<file path="src/rtl/data_deser_pkg.sv">
`default_nettype none
// +----------------------------------------------------------------------+
// | data_deser_pkg                                                       |
// | Shared state encoding and width helpers for the serial deserialiser. |
// | Revision: 1.0                                                        |
// +----------------------------------------------------------------------+
package data_deser_pkg;

  typedef enum logic [0:0] {
    ST_IDLE  = 1'b0,
    ST_SHIFT = 1'b1
  } state_t;

  // Bit counter must hold 0..WIDTH.
  function automatic int cnt_width(input int width);
    return $clog2(width + 1);
  endfunction

  // Idle counter only ever reaches TIMEOUT-1.
  function automatic int tmo_width(input int timeout);
    return $clog2(timeout);
  endfunction

endpackage
`default_nettype wire

</file>
<file path="src/rtl/data_deser_hold.sv">
`default_nettype none
// +----------------------------------------------------------------------+
// | deser_hold                                                           |
// | One-entry valid/ready holding register with drop indication.         |
// | Revision: 1.0                                                        |
// +----------------------------------------------------------------------+
module deser_hold
  import data_deser_pkg::*;
#(
  parameter int WIDTH = 8
) (
  input  logic             clk,
  input  logic             rstn,
  input  logic             i_load,
  input  logic [WIDTH-1:0] i_data,
  input  logic             i_ready,
  output logic [WIDTH-1:0] o_data,
  output logic             o_valid,
  output logic             o_drop
);

  logic             r_valid;
  logic [WIDTH-1:0] r_data;
  logic             w_free;

  // A word being consumed this cycle frees the slot for a same-cycle load.
  assign w_free = ~r_valid | i_ready;

  always_ff @(posedge clk or negedge rstn) begin
    if (!rstn) begin
      r_valid <= 1'b0;
      r_data  <= '0;
    end else begin
      if (i_load && w_free) begin
        r_data  <= i_data;
        r_valid <= 1'b1;
      end else if (r_valid && i_ready) begin
        r_valid <= 1'b0;
      end
    end
  end

  assign o_data  = r_data;
  assign o_valid = r_valid;
  assign o_drop  = i_load & ~w_free;

endmodule
`default_nettype wire

</file>
<file path="src/rtl/data_deser.sv">
`default_nettype none
// +----------------------------------------------------------------------+
// | data_deser                                                           |
// | Serial-to-parallel word assembler with hold register and timeout.   |
// | Revision: 1.0                                                        |
// +----------------------------------------------------------------------+
module data_deser
  import data_deser_pkg::*;
#(
  parameter int WIDTH     = 8,
  parameter bit MSB_FIRST = 1'b1,
  parameter int TIMEOUT   = 16
) (
  input  logic             clk,
  input  logic             rstn,
  input  logic             bit_i,
  input  logic             bit_vld_i,
  output logic [WIDTH-1:0] data_o,
  output logic             valid_o,
  input  logic             ready_i,
  output logic             ovf_o,
  input  logic             ovf_clr_i,
  output logic             tmo_o
);

  localparam int c_CNT_W = cnt_width(WIDTH);
  localparam int c_TMO_W = tmo_width(TIMEOUT);

  state_t             r_state;
  state_t             w_state_nxt;
  logic [c_CNT_W-1:0] r_cnt;
  logic [c_TMO_W-1:0] r_idle;
  logic [WIDTH-1:0]   r_shreg;
  logic [WIDTH-1:0]   w_shreg_nxt;
  logic               w_complete;
  logic               w_tmo_fire;
  logic               w_drop;
  logic               r_ovf;
  logic               r_tmo;

  generate
    if (WIDTH == 1) begin : g_single
      assign w_shreg_nxt = bit_i;
    end else if (MSB_FIRST) begin : g_msb_first
      assign w_shreg_nxt = {r_shreg[WIDTH-2:0], bit_i};
    end else begin : g_lsb_first
      assign w_shreg_nxt = {bit_i, r_shreg[WIDTH-1:1]};
    end
  endgenerate

  assign w_complete = bit_vld_i && (r_cnt == c_CNT_W'(WIDTH - 1));
  // A strobe in the expiry cycle keeps the partial word alive.
  assign w_tmo_fire = (r_state == ST_SHIFT) && !bit_vld_i
                      && (r_idle == c_TMO_W'(TIMEOUT - 1));

  always_ff @(posedge clk or negedge rstn) begin
    if (!rstn) begin
      r_state <= ST_IDLE;
    end else begin
      r_state <= w_state_nxt;
    end
  end

  always_comb begin
    w_state_nxt = r_state;
    case (r_state)
      // With WIDTH=1 every strobe completes, so IDLE is never left.
      ST_IDLE:  if (bit_vld_i && !w_complete) w_state_nxt = ST_SHIFT;
      ST_SHIFT: if (w_complete || w_tmo_fire) w_state_nxt = ST_IDLE;
      default:  w_state_nxt = ST_IDLE;
    endcase
  end

  always_ff @(posedge clk or negedge rstn) begin
    if (!rstn) begin
      r_shreg <= '0;
      r_cnt   <= '0;
      r_idle  <= '0;
    end else begin
      if (bit_vld_i) begin
        r_idle <= '0;
        if (w_complete) begin
          r_shreg <= '0;
          r_cnt   <= '0;
        end else begin
          r_shreg <= w_shreg_nxt;
          r_cnt   <= r_cnt + c_CNT_W'(1);
        end
      end else if (w_tmo_fire) begin
        r_shreg <= '0;
        r_cnt   <= '0;
        r_idle  <= '0;
      end else if (r_state == ST_SHIFT) begin
        r_idle <= r_idle + c_TMO_W'(1);
      end
    end
  end

  deser_hold #(
    .WIDTH (WIDTH)
  ) u_hold (
    .clk     (clk),
    .rstn    (rstn),
    .i_load  (w_complete),
    .i_data  (w_shreg_nxt),
    .i_ready (ready_i),
    .o_data  (data_o),
    .o_valid (valid_o),
    .o_drop  (w_drop)
  );

  always_ff @(posedge clk or negedge rstn) begin
    if (!rstn) begin
      r_ovf <= 1'b0;
      r_tmo <= 1'b0;
    end else begin
      r_tmo <= w_tmo_fire;
      if (w_drop) begin
        r_ovf <= 1'b1;
      end else if (ovf_clr_i) begin
        r_ovf <= 1'b0;
      end
    end
  end

  assign ovf_o = r_ovf;
  assign tmo_o = r_tmo;

endmodule
`default_nettype wire

</file>
<file path="config.mk">
export PLATFORM = sky130hd
export DESIGN_NAME = data_deser
export DESIGN_NICKNAME = d
export VERILOG_FILES = /design/src/rtl/data_deser_pkg.sv /design/src/rtl/data_deser_hold.sv /design/src/rtl/data_deser.sv
export SDC_FILE = /design/constraint.sdc
export NUM_CORES = 1
export LEC_CHECK = 0
export CORE_ASPECT_RATIO = 1.1
export CORE_UTILIZATION = 35
export CTS_CLUSTER_DIAMETER = 150
export DETAILED_ROUTE_END_ITERATION = 10
export PLACE_DENSITY = 0.66
export SETUP_SLACK_MARGIN = 0.4
export SLEW_MARGIN = 20
export SYNTH_ARGS = -nofsm -noshare
export SYNTH_HDL_FRONTEND = slang
export SYNTH_HIERARCHICAL = 1
export SYNTH_SLANG_ARGS = --single-unit
</file>
<file path="constraint.sdc">
create_clock -name clk -period 3.5 [get_ports clk]
set_input_delay 1.05 -clock clk [delete_from_list [all_inputs] [get_ports clk]]
set_output_delay 1.05 -clock clk [all_outputs]
set_load 0.05 [all_outputs]
</file>
==> impl_metrics.ini <==
[status]
status = complete, but fails checks
failed_checks = DRC

[sta]
finalSetupViolCount = 0
fin_crit_sh_pct = 75.4
worstMarginPinSlew_ns = 0.494
hold_viol = 0
fmax_mhz = 379
fin_ws_ns = 0.860
min_period_ns = 2.64
setup_tns_ns = 0
finClkSkew_ns = 0.00878
finalMaxSlewViolations = 0
max-slew-margin-rel_pct = 67.0
rsz0062_at_grt = no

[min_path]
hold_class = reg -> reg
hp-start = ovf_o

[grt]
grt_max_degree = 28
grt_pass1_vias = 789
grt.overflow.total = 0
grtUsageTotal_pct = 12.6
grt_pass1_wl_mm = 3.57
antenna_found_initial = 0

[clock_network]
cts_tree = built
clock_latency_ns = 0.32
cts_resized = 0
root_buffer = clkbuf_4
cts_buffers = 3
cts_max_level = 1
cts_hold_buf = 0
cts_buffer_depth = 2
clk_pin_slew_worst_paths_ns = 0.16
postCtsSetupBuffers = 0
cts.sinks = 27

[floorplanning]
die_x_um = 57.8
rows = 21
ioPinCount = 17
core-area_um2 = 3150
start_util_pct = 38.0
die_height_um = 63.3
die_area_um2 = 3660

[logic_synthesis]
synthTopCellsByArea = dfrtp_1 (56%), mux2_4 (10%), a22o_1 (5.9%), a41oi_4 (2.3%), ha_1 (2.1%)
synth_seq_cells = 27
syn_area_um2 = 1200
synth_commonest_cells = dfrtp_1 (27), a22o_1 (8), mux2_4 (8), nor2_1 (5)
syn_inst = 88
synth_nets = 96
synth_edf_count = 0
ys_seq_area_share_pct = 56.4
avgSynthCellArea_um2 = 13.6
yosysTopAreaCellShare_pct = 56.4
synth-async-reset-ratio_pct = 100
ys.flop_type = dfrtp_1
yosys_warnings = 6
yosysMostFrequentCell = dfrtp_1
yosysTopAreaCell = dfrtp_1
ys_types = 31

[worst_setup_path]
critPathArrivalTime_ns = 2.87
timing.rr.start = r_cnt[0]
crit_type = in -> reg
critical_path_peak_fanout = 8
crit_required_ns = 3.73
cp-start-kind = primary input
worstSetupEndpointType = flip-flop
setup.worst_path.start = bit_vld_i

[flow_run]
maxCapViolations = 0

[route]
route.met3.wl_um = 35
ant_nets = 0
routed_wl_mm = 1.93
vias = 735
drc = 1
wl_met2_um = 930
first_pass_iters = 7
vias_per_cell = 5.25
maxUsedRoutingLayer = met4
routedWlPerCell_um = 13.8
drt_iter0_drc = 21
wl_met1_um = 939

[cells_and_area]
drive_above_1_share_pct = 19.8
area_growth_pct = 18.1
final_area_um2 = 1410
utilization_pct = 44.8
diodes = 0
layout.nets = 115

[power_and_ir_drop]
peakVddDrop_mv = 0.343
pwr-share-clk_pct = 14.1
p_sw_mw = 0.377
leakage_nw = 0.652
seqPwrFrac_pct = 46.8
power.internal_mw = 0.602
swShare_pct = 38.5
pwr-share-comb_pct = 39.1
power_density_nw_per_um2 = 693

[placed_design]
dp_hpwl_mm = 1.36
portBuffers = 16
dpl_cell_area_um2 = 1380
place_congestion = 0.748
pre_cts_slack_ns = 0.489
-- stage by stage --
| stage | instances | total power, mW | hold WS (ns) |
|---|---|---|---|
| final | 140 | 0.979 | 0.502 |
| after global placement | 136 | 0.839 | 0.463 |
| after CTS | 140 | 0.987 | 0.507 |
| after floorplan | 88 | 0.736 | 0.466 |
| after detailed placement | 136 | 0.848 | 0.473 |
| after global routing | 140 | 1.03 | 0.548 |
-- power groups by stage --
stage	Clock [mW]	Combinational, mW	Sequential (mW)
after global placement	0	0.379	0.459
after detailed placement	0	0.385	0.463
after CTS	0.144	0.386	0.458
final	0.139	0.383	0.458
after global routing	0.154	0.408	0.471
after floorplan	0	0.168	0.568
-- cell usage in the layout (no fill, tap or decap), drive strengths merged, types with 2 or more instances in the layout --
master / n
mux2: 9
o21ai: 2
nand2: 6
nand2b: 2
a22o: 8
nand3: 3
a21oi: 3
nor2: 5
clkdlybuf4s50: 16
clkbuf: 3
inv: 4
ha: 2
a31o: 2
or3: 2
dfrtp: 27
-- worst max-delay path, stage by stage --
cell             delay (ns)
clkdlybuf4s50_1        0.66
inv_1                  0.20
nor3_1                 0.42
nand2_4                0.20
mux2_4                 0.35
-- kinds of logic (layout without fill, tap and decap cells) --
logic type               Yosys count  after routing  synth area share, %
flip-flops                        27             27                 56.4
buffers and inverters              7             25                 3.24
XOR/XNOR                           2              2                 1.46
adder cells (fa/ha/maj)            2              2                 2.09
AND/OR/NAND/NOR                   21             21                 9.82
multiplexers                      10             10                 11.8
AO/OA/AOI/OAI                     19             19                 15.2
-- layer usage --
metal  global-route usage [%]  up-vias
li1                         -      348
met1                     17.2      374
met2                     19.8       11
met3                     1.23        2
met4                     6.25        0
met5                        0        -
-- state kept, by name, summed over array words and instances (netlist names) --
signal,cells
u_hold/o_data,8
r_shreg,7
r_cnt,4
r_idle,4
ovf_o,1
r_state,1
tmo_o,1
u_hold/o_valid,1
-- cell type report --
class,count,area [um2]
repair buffers,17,168
inverters,4,15.0
well taps,34,42.5
clock buffers,3,22.5
clock inverters,1,7.51
flip-flops and latches,27,676
fillers,289,1740
multi-input cells,54,483
-- final timing paths --
path	cells after the start	endpoint	slack [ns]
setup / recovery	5	u_hold/o_data[7]	0.86
hold / removal	1	ovf_o	0.50
setup reg to reg	5	u_hold/o_data[7]	1.77
hold reg to reg	1	ovf_o	0.50
max in group asynchronous	2	r_cnt[1]	2.17
min in group asynchronous	2	ovf_o	1.07
(Power assumes the default switching activity.)
